===== src/rtl/cpu_pkg.sv =====
// rtl/cpu_pkg.sv - shared constants and state encoding for the program loader
package cpu_pkg;

    localparam int unsigned DATA_W_DEF = 8;
    localparam int unsigned ADDR_W_DEF = 8;
    localparam logic [7:0]  BASE_ADDR_DEF = 8'h00;

    typedef enum logic [2:0] {
        ST_IDLE  = 3'd0,
        ST_LEN   = 3'd1,
        ST_LOAD  = 3'd2,
        ST_CHECK = 3'd3,
        ST_RUN   = 3'd4,
        ST_ERR   = 3'd5
    } state_e;

endpackage


===== src/rtl/loader_csum.sv =====
// rtl/loader_csum.sv - XOR checksum accumulator with synchronous clear
module loader_csum
    import cpu_pkg::*;
#(
    parameter int unsigned DATA_W = DATA_W_DEF
) (
    input  logic              clk,
    input  logic              reset_n,
    input  logic              clr_i,
    input  logic              en_i,
    input  logic [DATA_W-1:0] data_i,
    output logic [DATA_W-1:0] csum_o
);

    logic [DATA_W-1:0] acc_q, acc_d;

    // Clear wins over accumulate so a restart never folds in a stale byte.
    always_comb begin
        acc_d = acc_q;
        if (clr_i) begin
            acc_d = '0;
        end else if (en_i) begin
            acc_d = acc_q ^ data_i;
        end
    end

    always_ff @(posedge clk or negedge reset_n) begin
        if (!reset_n) begin
            acc_q <= '0;
        end else begin
            acc_q <= acc_d;
        end
    end

    assign csum_o = acc_q;

endmodule


===== src/rtl/prog_loader.sv =====
// rtl/prog_loader.sv - streams a length-prefixed, XOR-checked program into instruction memory
module prog_loader
    import cpu_pkg::*;
#(
    parameter int unsigned          DATA_W    = DATA_W_DEF,
    parameter int unsigned          ADDR_W    = ADDR_W_DEF,
    parameter logic [ADDR_W-1:0]    BASE_ADDR = ADDR_W'(BASE_ADDR_DEF)
) (
    input  logic              clk,
    input  logic              reset_n,
    input  logic              start,
    input  logic              in_valid,
    input  logic [DATA_W-1:0] in_data,
    output logic              in_ready,
    output logic              mem_we,
    output logic [ADDR_W-1:0] mem_addr,
    output logic [DATA_W-1:0] mem_wdata,
    output logic              cpu_reset,
    output logic              done,
    output logic              error
);

    // Counts are one bit wider than a byte so a length byte of 0 can mean 2^DATA_W.
    localparam logic [DATA_W:0] FULL_COUNT = {1'b1, {DATA_W{1'b0}}};
    localparam logic [DATA_W:0] ONE        = {{DATA_W{1'b0}}, 1'b1};

    state_e            state_q, state_d;
    logic [DATA_W:0]   n_q, n_d;
    logic [DATA_W:0]   cnt_q, cnt_d;
    logic [DATA_W:0]   cnt_inc;
    logic              mem_we_q, mem_we_d;
    logic [ADDR_W-1:0] mem_addr_q, mem_addr_d;
    logic [DATA_W-1:0] mem_wdata_q, mem_wdata_d;
    logic [DATA_W-1:0] csum;
    logic              xfer;
    logic              load_xfer;

    assign in_ready  = ((state_q == ST_LEN) || (state_q == ST_LOAD) || (state_q == ST_CHECK)) && !start;
    assign xfer      = in_valid && in_ready;
    assign load_xfer = xfer && (state_q == ST_LOAD);
    assign cnt_inc   = cnt_q + ONE;

    always_comb begin
        state_d = state_q;
        n_d     = n_q;
        cnt_d   = cnt_q;
        if (start) begin
            state_d = ST_LEN;
            cnt_d   = '0;
        end else if (xfer) begin
            case (state_q)
                ST_LEN: begin
                    n_d     = (in_data == '0) ? FULL_COUNT : {1'b0, in_data};
                    state_d = ST_LOAD;
                end
                ST_LOAD: begin
                    cnt_d = cnt_inc;
                    if (cnt_inc == n_q) begin
                        state_d = ST_CHECK;
                    end
                end
                ST_CHECK: begin
                    state_d = (in_data == csum) ? ST_RUN : ST_ERR;
                end
                default: begin
                    state_d = state_q;
                end
            endcase
        end
    end

    // Write port is registered: the strobe appears the cycle after the byte is taken.
    always_comb begin
        mem_we_d    = load_xfer;
        mem_addr_d  = mem_addr_q;
        mem_wdata_d = mem_wdata_q;
        if (load_xfer) begin
            mem_addr_d  = BASE_ADDR + ADDR_W'(cnt_q);
            mem_wdata_d = in_data;
        end
    end

    always_ff @(posedge clk or negedge reset_n) begin
        if (!reset_n) begin
            state_q     <= ST_IDLE;
            n_q         <= '0;
            cnt_q       <= '0;
            mem_we_q    <= 1'b0;
            mem_addr_q  <= BASE_ADDR;
            mem_wdata_q <= '0;
        end else begin
            state_q     <= state_d;
            n_q         <= n_d;
            cnt_q       <= cnt_d;
            mem_we_q    <= mem_we_d;
            mem_addr_q  <= mem_addr_d;
            mem_wdata_q <= mem_wdata_d;
        end
    end

    loader_csum #(
        .DATA_W (DATA_W)
    ) u_csum (
        .clk     (clk),
        .reset_n (reset_n),
        .clr_i   (start),
        .en_i    (load_xfer),
        .data_i  (in_data),
        .csum_o  (csum)
    );

    assign mem_we    = mem_we_q;
    assign mem_addr  = mem_addr_q;
    assign mem_wdata = mem_wdata_q;
    assign cpu_reset = (state_q != ST_RUN);
    assign done      = (state_q == ST_RUN);
    assign error     = (state_q == ST_ERR);

endmodule


===== config.mk =====
export PLATFORM = sky130hd
export DESIGN_NAME = prog_loader
export DESIGN_NICKNAME = d
export VERILOG_FILES = /design/src/rtl/cpu_pkg.sv /design/src/rtl/loader_csum.sv /design/src/rtl/prog_loader.sv
export SDC_FILE = /design/constraint.sdc
export NUM_CORES = 1
export LEC_CHECK = 0
export BUFFER_PORTS_ARGS = -buffer_cell sky130_fd_sc_hd__buf_2
export CORE_MARGIN = 2
export CORE_UTILIZATION = 25
export CTS_CLUSTER_DIAMETER = 50
export CTS_CLUSTER_SIZE = 30
export DETAILED_ROUTE_END_ITERATION = 7
export GPL_TIMING_DRIVEN = 0
export PLACE_DENSITY = 0.39
export REMOVE_ABC_BUFFERS = 1
export SLEW_MARGIN = 20
export SYNTH_ARGS = -nofsm -noshare
export SYNTH_HDL_FRONTEND = slang
export SYNTH_SLANG_ARGS = --single-unit

===== constraint.sdc =====
create_clock -name clk -period 4.55 [get_ports clk]
set_input_delay 0.91 -clock clk [delete_from_list [all_inputs] [get_ports clk]]
set_output_delay 0.91 -clock clk [all_outputs]
set_load 0.01 [all_outputs]

Word level (Yosys, flattened, before mapping)

Cells that the tools add are included.

Logic and storage cells: 44
Flip-flop bits (word level): 46

Equality and inequality tests: 9
Add/subtract/negate cells: 1
Multiplexer cells: 11
Reductions and logical operators: 14
Bitwise gates (word level): 2

Operators by type and width:

| cell                | count |
|---|---|
| $mux 9              | 4 |
| $mux 8              | 2 |
| $add 9x1->9 const B | 1 |
| $eq 9x9->1          | 1 |
| $mux 3              | 3 |
| $pmux 3 s3          | 1 |
| $eq 8x8->1          | 1 |
| $logic_not 8->1     | 1 |
| $xor 8x8->8         | 1 |
| $eq 3x2->1 const B  | 2 |
| $eq 3x3->1 const B  | 2 |
| $reduce_and 3->1    | 2 |
| $reduce_bool 2->1   | 3 |
| $reduce_bool 4->1   | 1 |
| $eq 3x1->1 const B  | 1 |
| $logic_and 1x1->1   | 3 |
| $ne 3x2->1 const B  | 1 |
| $ne 3x3->1 const B  | 1 |
| $logic_or 1x1->1    | 2 |
| $reduce_and 2->1    | 1 |
| $logic_not 1->1     | 1 |
| $mux 1              | 1 |
| $not 1->1           | 1 |

Depth between registers and ports, before layout

Depth after elaboration: 8
Gate-level depth with buffers: 8
Gate-level depth less buffers: 7

Hierarchy

A second synthesis with hierarchy kept.

Cell total of the unflattened synthesis: 207
Area total of the unflattened synthesis: 2392.3 um^2

By module, submodules not included:

| module      | cells each | sequential area each (um^2) | area each (um^2) | times used |
|---|---|---|---|---|
| prog_loader | 172        | 950.9                       | 1985.7           | 1 |
| loader_csum | 35         | 200.2                       | 406.6            | 1 |

Least setup slack after synthesis

No wires, ideal clock.

Path kind: input to register
From: input in_valid
To: register mem_wdata_q[7], in the netlist mem_wdata[7]
Arrival: 2.351 ns
Required time: 4.425 ns
Library setup time: 0.125 ns
Stages on the path: 7
Setup slack: 2.074 ns
Cell sequence: nor2b_1 > and3b_1 > clkbuf_1 > nor2b_1 > buf_2 > buf_4 > mux2_2

Cells in the longest elaborated chain, start to end: 2

RTL lines:

| element                | line              | RTL |
|---|---|---|
| start: declaration     | prog_loader.sv:12 | `input logic in_valid,` |
| $logic_and 1x1->1      | prog_loader.sv:39 | `assign xfer = in_valid && in_ready;` |
| $logic_and 1x1->1      | prog_loader.sv:40 | `assign load_xfer = xfer && (state_q == ST_LOAD);` |
| via load_xfer          | prog_loader.sv:36 | `logic load_xfer;` |
| end signal: assignment | prog_loader.sv:97 | `mem_wdata_q <= mem_wdata_d;` |
| end: declaration       | prog_loader.sv:33 | `logic [DATA_W-1:0] mem_wdata_q, mem_wdata_d;` |

The timed path passes the listed nets, and every way through them passes these cells.
A chain may end at the register's enable or synchronous reset.

Worst setup path in the final report

From: input in_valid
To: register mem_addr_q[2], in the netlist mem_addr[2]

Cells in the longest elaborated chain, start to end: 2

RTL lines:

| element                | line              | RTL |
|---|---|---|
| $logic_and 1x1->1      | prog_loader.sv:39 |  |
| $logic_and 1x1->1      | prog_loader.sv:40 |  |
| end signal: assignment | prog_loader.sv:96 | `mem_addr_q <= mem_addr_d;` |
| end: declaration       | prog_loader.sv:32 | `logic [ADDR_W-1:0] mem_addr_q, mem_addr_d;` |

No other way between the ends.

==> summary.md <==
| Metric | Value |
|---|---|
| Result of the run | finished, final reports clean |
| Min-delay worst type | register to register |
| M3 GR Usage | 2.39% |
| Placed cell area | around 2500 µm² |
| Floorplan die area | 9890 µm² |
| Kind of start point of the critical path | primary input |
| Fraction of layout instances using a drive strength above 1 | 29.9% |
| WL per Instance | between 10 and 15 µm |
| Maximum number of pins on one net before global-route repair | 47 |
| Number of placed I/O pins | 33 |
| Leading cell types in the layout, fill and taps excluded | sky130_fd_sc_hd__dfrtp_1, sky130_fd_sc_hd__buf_2, sky130_fd_sc_hd__xor2_1, sky130_fd_sc_hd__mux2_2, sky130_fd_sc_hd__nor2_1 |
| Width of the die | 99.5 µm |
| Cell area after synthesis | 2280 µm² |
| First drt pass iteration count | 4 |
| Vertical extent of the die | 99.5 µm |
| Final critical-path setup slack | 1670 ps |
| Most common library cell in the layout ignoring fill and taps | sky130_fd_sc_hd__dfrtp_1 |
| Most area-consuming cells after synthesis | sky130_fd_sc_hd__dfrtp_1, sky130_fd_sc_hd__mux2_2, sky130_fd_sc_hd__xor2_1 |
| GR Layer Usage met1 | approximately 14% |
| Number of buffers inserted by hold repair at cts | 0 |
| Met2 Use GR | 17.3% |
| Fraction of registers with async set/reset | 100% |
| Std cell rows | 34 |
| Slew @ Worst Pin | roughly 730 ps |
| Remaining antenna violation count after routing | 0 |
| All-layer global routing usage | 10.6% |
| Number of post-CTS setup repair buffers | 0 |
| Critical Setup Path Class | primary input to register |
| Syn-to-layout area delta | 14.6% |
| Count of vias placed by the detailed router | around 1500 |
| Aggregate routed wire length | 4.78 mm |
| TritonCTS clock tree | built |
| Average cell area after synthesis | 11.0 µm² |
| Violation count after the first detailed-route iteration | 33 |
| Leading register cell type out of synthesis | sky130_fd_sc_hd__dfrtp_1 |
| Worst slack after detailed placement | about 1200 ps |
| Fin crit period | about 2900 ps |
| Starting density of the core | between 20 and 30% |
| Clock sink count | 46 |
| Cts bufs inserted | 5 |
| CTS HTree Levels | 2 |
| Final net count | 246 |
| Fin Hold WS | 509 ps |
| Endpoint required time on the critical path | 4740 ps |
| Leakage power total | 1.22 nW |
| Non-filler instance count after layout | 342 |
| Final antenna diode count | 0 |
| Final Max Tran Viols | 0 |
| Post-Synthesis Cells | 207 |
| Portion of the post-synthesis area used by sequential elements | 50.5% |
| Antenna violations before repair | 0 |
| Wire length of the first global-routing pass | 8.29 mm |
| Number of buffers inserted by port buffering | 32 |
| Maxcap violations | 0 |
| Fraction of synthesized cell area taken by the top area cell type | around half |
| Average via count per standard cell | 4.45 |
| Clk buf depth | 2 |
| Max transition margin | 51.4% |
| Worst VDD drop | 0.000127 V |
| Seq cells post-synth | 46 |
| Post-Route Setup TNS | 0 ps |
| Total core area | a little under 9000 µm² |
| Remaining routing DRC violations | 0 |
| Vias in the first global route | 1571 |
| Final std cell area, no fill | ~2600 µm² |
| DP Wirelength | about 3.3 mm |
| Worst EP arrival | 3070 ps |
| Maximum fanout count along the critical path | 18 |
| Number of inserted filler cells in the final layout | 929 |
| Clock Pin Slew Worst Setup and Hold Paths | 90 ps |
| Final clock period utilization by the worst path | 63.4% |
| Clock root buffer | sky130_fd_sc_hd__clkbuf_8 |
| Type of destination of the critical path | register |
| Ratio of total power to cell area | 365 nW/µm² |
| Count of flip-flops with a built-in enable after synthesis | 0 |
| Resized cells post-CTS | 0 |
| Library cell occupying the most area in the post-synthesis netlist | sky130_fd_sc_hd__dfrtp_1 |
| GPL Wtd Cong | between 0.7 and 0.8 |
| Most Used Layer, Global Route | met2 |
| Upper clock frequency limit | 347 MHz |
| Sum of overflow across all layers after global routing | 0 |
| Syn. warnings | 0 |
| Unrepaired setup endpoints after global routing | no |
| Unique masters post-synth | 39 |
| Setup violation total in the final timing report | 0 |
| Post-Place Cells | approximately 330 |
| Final Hold Vio Count | 0 |
| Skew-Pair Late Insertion Delay | ~300 ps |
| Worst Clk Skew | 8.64 ps |
==> power breakdown <==
group	internal (mW)	total [mW]	switching (mW)	leakage, nW
sequential	0.465	0.508	0.0426	0.612
clock	0.108	0.259	0.151	0.0441
combinational	0.0996	0.187	0.0871	0.568
==> routing by layer <==
layer / wire length (µm) / share of wire, %
met1: 2300 / 48
met2: 2290 / 48
met3: 146 / 3.1
met4: 46 / 0.96
met5: 0 / 0
==> registers in the layout (all words and copies together), names as in the netlist <==
name / cells
cnt_q: 9
n_q: 9
mem_addr: 8
mem_wdata: 8
u_csum.csum_o: 8
state_q: 3
mem_we: 1
==> kinds of logic (layout without fill, tap and decap cells) <==
kind of cell             after synthesis  count (layout)  share of synthesized area [%]
buffers and inverters                 15              42                           3.40
XOR/XNOR                              33              33                           12.7
multiplexers                          25              25                           12.3
flip-flops                            46              46                           50.5
adder cells (fa/ha/maj)                1               1                          0.549
AO/OA/AOI/OAI                         15              15                           4.72
AND/OR/NAND/NOR                       72              72                           15.8
==> stage by stage <==
stage          util, %  power (mW)
4_1_cts           29.8       0.977
2_1_floorplan        -       0.631
5_1_grt           29.8        1.02
3_5_place_dp      28.7       0.707
6_report          29.8       0.953
3_3_place_gp      28.5       0.704
==> final cells by class <==
type	count	area [µm²]	share of cell area [%]
clock buffers	5	68.8	2.64
clock inverters	3	21.3	0.815
inverters	1	3.75	0.144
multi-input cells	146	1050	40.3
flip-flops and latches	46	1150	44.1
well taps	108	135	5.18
repair buffers	33	178	6.81
==> worst max-delay path, cell delays in order <==
cell and delay [ps]:
sky130_fd_sc_hd__buf_2 90, sky130_fd_sc_hd__nor2b_1 250, sky130_fd_sc_hd__and3b_1 680, sky130_fd_sc_hd__nor2b_2 590, sky130_fd_sc_hd__buf_8 220, sky130_fd_sc_hd__mux2_2 330
==> cells in the mapped netlist (2+ instances only) <==
cell / number
sky130_fd_sc_hd__a21oi_1: 5
sky130_fd_sc_hd__and3_1: 2
sky130_fd_sc_hd__and3b_1: 2
sky130_fd_sc_hd__buf_2: 2
sky130_fd_sc_hd__buf_6: 2
sky130_fd_sc_hd__clkbuf_1: 9
sky130_fd_sc_hd__dfrtp_1: 46
sky130_fd_sc_hd__mux2_2: 24
sky130_fd_sc_hd__nand2_1: 18
sky130_fd_sc_hd__nand2b_1: 3
sky130_fd_sc_hd__nand3_1: 3
sky130_fd_sc_hd__nand3b_1: 2
sky130_fd_sc_hd__nand4_1: 4
sky130_fd_sc_hd__nor2_1: 22
sky130_fd_sc_hd__nor2b_1: 3
sky130_fd_sc_hd__nor3_1: 4
sky130_fd_sc_hd__nor4_1: 3
sky130_fd_sc_hd__xnor2_1: 8
sky130_fd_sc_hd__xor2_1: 25
==> path summary, 6_finish.rpt <==
check	startpoint	to	slack (ps)	depth (start not counted)
setup / recovery	in_valid	mem_addr[2]$_DFFE_PN0P_	1670	6
setup reg to reg	state_q[2]$_DFFE_PN0P_	mem_addr[2]$_DFFE_PN0P_	1940	5
max in group asynchronous	reset_n	n_q[5]$_DFFE_PN0P_	3520	1
min in group asynchronous	reset_n	mem_addr[5]$_DFFE_PN0P_	610	1
hold / removal	mem_addr[3]$_DFFE_PN0P_	mem_addr[3]$_DFFE_PN0P_	510	1
hold reg to reg	mem_addr[3]$_DFFE_PN0P_	mem_addr[3]$_DFFE_PN0P_	510	1
No activity file was read; power rests on OpenSTA's default activity.
